## config.mk

```make
export PLATFORM = sky130hd
export DESIGN_NAME = ws2812_decoder
export DESIGN_NICKNAME = d
export VERILOG_FILES = /design/src/rtl/ws2812_decoder.sv
export SDC_FILE = /design/constraint.sdc
export NUM_CORES = 1
export LEC_CHECK = 0
export CORE_MARGIN = 3
export CORE_UTILIZATION = 25
export CTS_CLUSTER_SIZE = 40
export DETAILED_ROUTE_END_ITERATION = 7
export GPL_ROUTABILITY_DRIVEN = 0
export PLACE_DENSITY = 0.4
export SYNTH_ARGS = -nofsm -noshare
export SYNTH_HDL_FRONTEND = slang
export SYNTH_SLANG_ARGS = --single-unit
```

## constraint.sdc

```tcl
create_clock -name Clock -period 6.4 [get_ports Clock]
set_input_delay 0.64 -clock Clock [delete_from_list [all_inputs] [get_ports Clock]]
set_output_delay 0.64 -clock Clock [all_outputs]
set_load 0.02 [all_outputs]
```

## src/rtl/ws2812_decoder.sv

```systemverilog
// WS2812 single-wire receiver: decodes a 3-LED GRB frame and presents it on each latch gap.
module ws2812_decoder #(
    parameter int unsigned CLOCK_FREQUENCY = 80000000,
    parameter int unsigned THRESHOLD_NS    = 600,
    parameter int unsigned MAX_HIGH_NS     = 2000,
    parameter int unsigned RESET_US        = 50
) (
    input  logic       Clock,
    input  logic       Reset,
    input  logic       i_Din,
    output logic [7:0] o_LED1_R,
    output logic [7:0] o_LED1_G,
    output logic [7:0] o_LED1_B,
    output logic [7:0] o_LED2_R,
    output logic [7:0] o_LED2_G,
    output logic [7:0] o_LED2_B,
    output logic [7:0] o_LED3_R,
    output logic [7:0] o_LED3_G,
    output logic [7:0] o_LED3_B,
    output logic       o_Frame_Valid,
    output logic       o_Error,
    output logic       o_Busy
);

    localparam int unsigned CYC_PER_US   = CLOCK_FREQUENCY / 1000000;
    localparam int unsigned THRESH_CYC   = CYC_PER_US * THRESHOLD_NS / 1000;
    localparam int unsigned MAX_HIGH_CYC = CYC_PER_US * MAX_HIGH_NS / 1000;
    localparam int unsigned RESET_CYC    = CYC_PER_US * RESET_US;
    localparam int unsigned CNT_W        = 16;
    localparam int unsigned BIT_W        = 5;
    localparam int unsigned IDX_W        = 2;
    localparam int unsigned WORD_W       = 24;
    localparam int unsigned NUM_LEDS     = 3;

    localparam logic [CNT_W-1:0] THRESH_C   = CNT_W'(THRESH_CYC);
    localparam logic [CNT_W-1:0] MAX_HIGH_C = CNT_W'(MAX_HIGH_CYC);
    // low_cnt reaches RESET_CYC on the edge where this value is incremented
    localparam logic [CNT_W-1:0] LATCH_C    = CNT_W'(RESET_CYC - 1);
    localparam logic [CNT_W-1:0] CNT_ONE    = CNT_W'(1);
    localparam logic [BIT_W-1:0] LAST_BIT   = BIT_W'(WORD_W - 1);
    localparam logic [BIT_W-1:0] BIT_ONE    = BIT_W'(1);
    localparam logic [IDX_W-1:0] IDX_FULL   = IDX_W'(NUM_LEDS);
    localparam logic [IDX_W-1:0] IDX_ONE    = IDX_W'(1);

    typedef enum logic [1:0] {
        GAP_WAIT = 2'd0,
        IDLE     = 2'd1,
        HIGH     = 2'd2,
        LOW      = 2'd3
    } state_t;

    state_t state_q, state_d;

    logic                              sync1_q;
    logic                              din_s_q;
    logic                              din_prev_q;
    logic [CNT_W-1:0]                  high_cnt_q, high_cnt_d;
    logic [CNT_W-1:0]                  low_cnt_q, low_cnt_d;
    logic [BIT_W-1:0]                  bit_cnt_q, bit_cnt_d;
    logic [IDX_W-1:0]                  led_idx_q, led_idx_d;
    logic                              overrun_q, overrun_d;
    logic [WORD_W-1:0]                 shift_q, shift_d;
    logic [NUM_LEDS-1:0][WORD_W-1:0]   staging_q, staging_d;
    logic [NUM_LEDS-1:0][WORD_W-1:0]   led_q, led_d;
    logic                              valid_pend_q, valid_pend_d;
    logic                              frame_valid_q, frame_valid_d;
    logic                              error_q, error_d;
    logic                              busy_q, busy_d;

    logic              rise_c;
    logic              fall_c;
    logic              too_long_c;
    logic              latch_c;
    logic              gap_done_c;
    logic              frame_ok_c;
    logic              bit_val_c;
    logic [WORD_W-1:0] shift_next_c;

    function automatic logic [CNT_W-1:0] sat_inc(input logic [CNT_W-1:0] c);
        return (c == '1) ? c : c + CNT_ONE;
    endfunction

    // Two-flop synchroniser plus one delayed copy for edge detection
    always_ff @(posedge Clock or posedge Reset) begin
        if (Reset) begin
            sync1_q    <= 1'b0;
            din_s_q    <= 1'b0;
            din_prev_q <= 1'b0;
        end else begin
            sync1_q    <= i_Din;
            din_s_q    <= sync1_q;
            din_prev_q <= din_s_q;
        end
    end

    assign rise_c       = din_s_q & ~din_prev_q;
    assign fall_c       = ~din_s_q & din_prev_q;
    assign too_long_c   = (high_cnt_q > MAX_HIGH_C);
    assign latch_c      = (state_q == LOW) && (low_cnt_q == LATCH_C);
    assign gap_done_c   = ~din_s_q && (low_cnt_q == LATCH_C);
    assign frame_ok_c   = (led_idx_q == IDX_FULL) && (bit_cnt_q == '0) && ~overrun_q;
    assign bit_val_c    = (high_cnt_q >= THRESH_C);
    assign shift_next_c = {shift_q[WORD_W-2:0], bit_val_c};

    // State register
    always_ff @(posedge Clock or posedge Reset) begin
        if (Reset) state_q <= GAP_WAIT;
        else       state_q <= state_d;
    end

    // Next-state logic; latch wins over a coincident rising edge, which then starts the next frame
    always_comb begin
        state_d = state_q;
        case (state_q)
            GAP_WAIT: if (gap_done_c) state_d = IDLE;
            IDLE:     if (rise_c)     state_d = HIGH;
            HIGH: begin
                if (too_long_c)  state_d = GAP_WAIT;
                else if (fall_c) state_d = LOW;
            end
            LOW: begin
                if (latch_c)     state_d = rise_c ? HIGH : IDLE;
                else if (rise_c) state_d = HIGH;
            end
            default:             state_d = GAP_WAIT;
        endcase
    end

    // Datapath and output next values
    always_comb begin
        high_cnt_d    = high_cnt_q;
        low_cnt_d     = low_cnt_q;
        bit_cnt_d     = bit_cnt_q;
        led_idx_d     = led_idx_q;
        overrun_d     = overrun_q;
        shift_d       = shift_q;
        staging_d     = staging_q;
        led_d         = led_q;
        valid_pend_d  = 1'b0;
        frame_valid_d = valid_pend_q;
        error_d       = 1'b0;
        busy_d        = (state_d == HIGH) || (state_d == LOW);
        case (state_q)
            GAP_WAIT: low_cnt_d = din_s_q ? '0 : sat_inc(low_cnt_q);
            IDLE: begin
                if (rise_c) high_cnt_d = CNT_ONE;
            end
            HIGH: begin
                high_cnt_d = sat_inc(high_cnt_q);
                if (too_long_c) begin
                    error_d   = 1'b1;
                    staging_d = '0;
                    shift_d   = '0;
                    bit_cnt_d = '0;
                    led_idx_d = '0;
                    overrun_d = 1'b0;
                    low_cnt_d = '0;
                end else if (fall_c) begin
                    low_cnt_d = CNT_ONE;
                    if (led_idx_q == IDX_FULL) begin
                        overrun_d = 1'b1;
                    end else begin
                        shift_d = shift_next_c;
                        if (bit_cnt_q == LAST_BIT) begin
                            bit_cnt_d            = '0;
                            staging_d[led_idx_q] = shift_next_c;
                            led_idx_d            = led_idx_q + IDX_ONE;
                        end else begin
                            bit_cnt_d = bit_cnt_q + BIT_ONE;
                        end
                    end
                end
            end
            LOW: begin
                low_cnt_d = sat_inc(low_cnt_q);
                if (latch_c) begin
                    if (frame_ok_c) begin
                        led_d        = staging_q;
                        valid_pend_d = 1'b1;
                    end else begin
                        error_d = 1'b1;
                    end
                    bit_cnt_d = '0;
                    led_idx_d = '0;
                    overrun_d = 1'b0;
                    if (rise_c) high_cnt_d = CNT_ONE;
                end else if (rise_c) begin
                    high_cnt_d = CNT_ONE;
                end
            end
            default: ;
        endcase
    end

    // Datapath and output registers
    always_ff @(posedge Clock or posedge Reset) begin
        if (Reset) begin
            high_cnt_q    <= '0;
            low_cnt_q     <= '0;
            bit_cnt_q     <= '0;
            led_idx_q     <= '0;
            overrun_q     <= 1'b0;
            shift_q       <= '0;
            staging_q     <= '0;
            led_q         <= '0;
            valid_pend_q  <= 1'b0;
            frame_valid_q <= 1'b0;
            error_q       <= 1'b0;
            busy_q        <= 1'b0;
        end else begin
            high_cnt_q    <= high_cnt_d;
            low_cnt_q     <= low_cnt_d;
            bit_cnt_q     <= bit_cnt_d;
            led_idx_q     <= led_idx_d;
            overrun_q     <= overrun_d;
            shift_q       <= shift_d;
            staging_q     <= staging_d;
            led_q         <= led_d;
            valid_pend_q  <= valid_pend_d;
            frame_valid_q <= frame_valid_d;
            error_q       <= error_d;
            busy_q        <= busy_d;
        end
    end

    // Staging slot word layout is G[23:16], R[15:8], B[7:0]
    assign o_LED1_G      = led_q[0][23:16];
    assign o_LED1_R      = led_q[0][15:8];
    assign o_LED1_B      = led_q[0][7:0];
    assign o_LED2_G      = led_q[1][23:16];
    assign o_LED2_R      = led_q[1][15:8];
    assign o_LED2_B      = led_q[1][7:0];
    assign o_LED3_G      = led_q[2][23:16];
    assign o_LED3_R      = led_q[2][15:8];
    assign o_LED3_B      = led_q[2][7:0];
    assign o_Frame_Valid = frame_valid_q;
    assign o_Error       = error_q;
    assign o_Busy        = busy_q;

endmodule

```

==> impl_metrics.json <==
{
  "postPlaceCellArea_sq_um": 10500,
  "cts_tree": "built",
  "clock.fmax_mhz": 281,
  "grt_max_degree": 122,
  "clk_pin_slew_worst_paths_ps": 60,
  "period_share_pct": 55.7,
  "max_cap_viol_count": 0,
  "status": "finished, final reports clean",
  "cp.arrival_ps": 3960,
  "port_buffers": 77,
  "grt_pass1_wl_mm": 36.3,
  "p_leak_uw": 0.00500,
  "drt_pass1_iterations": 4,
  "rsz0062_at_grt": "false",
  "synth-async-reset-ratio_pct": 100,
  "fin_hold_ws_ps": 346,
  "drt-vias-per-instance": 4.64,
  "dieArea_sq_um": 39900,
  "yosysSeqAreaShare_pct": 57.3,
  "track_usage_pct": 11.2,
  "rows": 70,
  "drt_iter0_markers": 318,
  "drc_errors": 0,
  "routed_wl_mm": 22.2,
  "ys_top_cells_by_count": "dfrtp_1 (215), nand2_1 (76), a22o_1 (71), mux2_4 (69), o21ai_0 (37)",
  "insertion_delay_ps": 530,
  "antenna_found_initial": 0,
  "cts_setup_buffers": 0,
  "grt_remaining_overflow": 0,
  "via_count": 6009,
  "tns_ps": 0,
  "ant_nets": 0,
  "cp_max_fo": 48,
  "yosysMostFrequentCell": "dfrtp_1",
  "cp-start-kind": "flop",
  "drt-wirelength-per-cell_um": 17.1,
  "vdd_drop_max_uv": 141,
  "hold_viol": 0,
  "diodes": 0,
  "ys_ff_latch": 215,
  "synth_area_per_cell_sq_um": 12.8,
  "slew_headroom_pct": 15.9,
  "grt_pass1_vias": 6114,
  "setup_viol": 0,
  "fin_cells": 1296,
  "power_density_nw_per_um2": 257,
  "synth-main-ff-cell": "dfrtp_1",
  "root_buffer": "clkbuf_16",
  "cts_max_level": 1,
  "core_area_sq_um": 36800,
  "synth_area_leaders": "dfrtp_1 (57%), mux2_4 (11%), a22o_1 (6.6%)",
  "area_growth_pct": 22.0,
  "ys_warn_count": 0,
  "end_kind": "flop",
  "synth_area_leader_cell": "dfrtp_1",
  "tightest_slew_ps": 1250,
  "syn_inst": 736,
  "die_h_um": 200,
  "cts_buffers": 26,
  "post_cts_resized": 0,
  "cts_hold_buf": 0,
  "power.total_uw": 2950,
  "finalMaxSlewViolations": 0,
  "clock_path_buffers": 3,
  "final_nets": 820,
  "clock_sinks": 215,
  "holdCritPathClass": "flop to flop",
  "synth_edf_count": 0,
  "die_x_um": 200,
  "hpwl_mm": 13.9,
  "crit_type": "flop to flop",
  "worstPathRequired_ps": 6800,
  "finClkSkew_ps": 22.1,
  "synth.cell_area_sq_um": 9390,
  "stdcell_area_sq_um": 11500,
  "fin_crit_ps": 3560,
  "drive_gt1_share_pct": 17.8,
  "syn-num-nets": 748,
  "pin_count": 78,
  "place_inst": 1248,
  "synth_cell_types": 68,
  "synth_top_cell_area_share_pct": 57.3,
  "initial_core_util_pct": 25.5
}
-- worst paths after layout --
check                                              start                        end  slack [ps]  cells after the start
worst min-delay path                   sync1_q$_DFF_PP0_          din_s_q$_DFF_PP0_         350                      0
max in group asynchronous                          Reset  staging_q[66]$_DFFE_PP0P_        4480                      3
worst min register to register         sync1_q$_DFF_PP0_          din_s_q$_DFF_PP0_         350                      0
worst max-delay path            low_cnt_q[0]$_DFFE_PP0P_    o_LED3_G[7]$_DFFE_PP0P_        2840                      6
worst max register to register  low_cnt_q[0]$_DFFE_PP0P_    o_LED3_G[7]$_DFFE_PP0P_        2840                      6
min in group asynchronous                          Reset  high_cnt_q[4]$_DFFE_PP0P_         650                      2
-- layout by cell type (no fill, tap or decap), types with 4 or more instances in the layout --
master           count
a211oi_1             5
a21oi_1             19
a22o_1              71
a31oi_1              6
and2_1               5
and3_1               5
buf_4               12
clkbuf_1             6
clkbuf_16           27
clkbuf_8             7
clkdlybuf4s50_1     77
clkinv_2             4
dfrtp_1            215
ha_1                 9
inv_1               11
mux2_4              69
nand2_1             76
nand3_1             11
nand4_1             11
nor2_1              30
nor3_1               5
nor4_1               8
o21ai_0             37
o31ai_1             10
or4_1               11
xnor2_1             10
-- cell type report --
cell class / instances / area, sq um
Clock buffer: 40 / 795
Clock inverter: 8 / 118
Fill cell: 3717 / 25300
Inverter: 12 / 48.8
Multi-Input combinational cell: 463 / 3650
Sequential cell: 215 / 5380
Tap cell: 468 / 586
Timing Repair Buffer: 90 / 881
-- power by group --
part | switching (uW) | internal [uW]
Clock | 571 | 971
Combinational | 32.9 | 6.75
Sequential | 2.17 | 1360
Total | 606 | 2340
-- critical path, cell delays in order (launching register included) --
cell and delay [ps]:
dfrtp_1 380, ha_1 230, nand4_1 330, nor4_4 500, and4b_4 1040, buf_4 560
mux2_1 360
-- sequential cells by signal, summed over array words and instances (netlist names), 2 cells and up --
register and flops:
bit_cnt_q 5, high_cnt_q 16, led_idx_q 2, low_cnt_q 16, o_LED1_B 8, o_LED1_G 8
o_LED1_R 8, o_LED2_B 8, o_LED2_G 8, o_LED2_R 8, o_LED3_B 8, o_LED3_G 8
o_LED3_R 8, shift_q 23, staging_q 72
-- stage by stage --
| step | setup slack (ps) | util (%) |
|---|---|---|
| after floorplan | 2960 | - |
| after global placement | 2850 | 28.7 |
| after detailed placement | 2790 | 28.7 |
| after CTS | 2760 | 31.1 |
| after global routing | 2580 | 31.1 |
| final | 2840 | 31.1 |
-- metal layers --
metal,part of all wire [%],track usage (%),up-vias
li1,-,-,2889
met5,0,0,-
met4,1.2,2.46,0
met3,4.2,2.10,20
met1,51,16.9,3003
met2,44,17.0,97
-- logic make-up after synthesis --
logic type,count (synthesis),share of synthesized area [%]
flops,215,57.3
buf+inv,58,4.09
fa+ha+maj,9,1.20
simple gates,193,10.8
compound gates,177,14.1
xor+xnor,10,0.933
mux,74,11.6
Power figures use the tool's default switching activity.
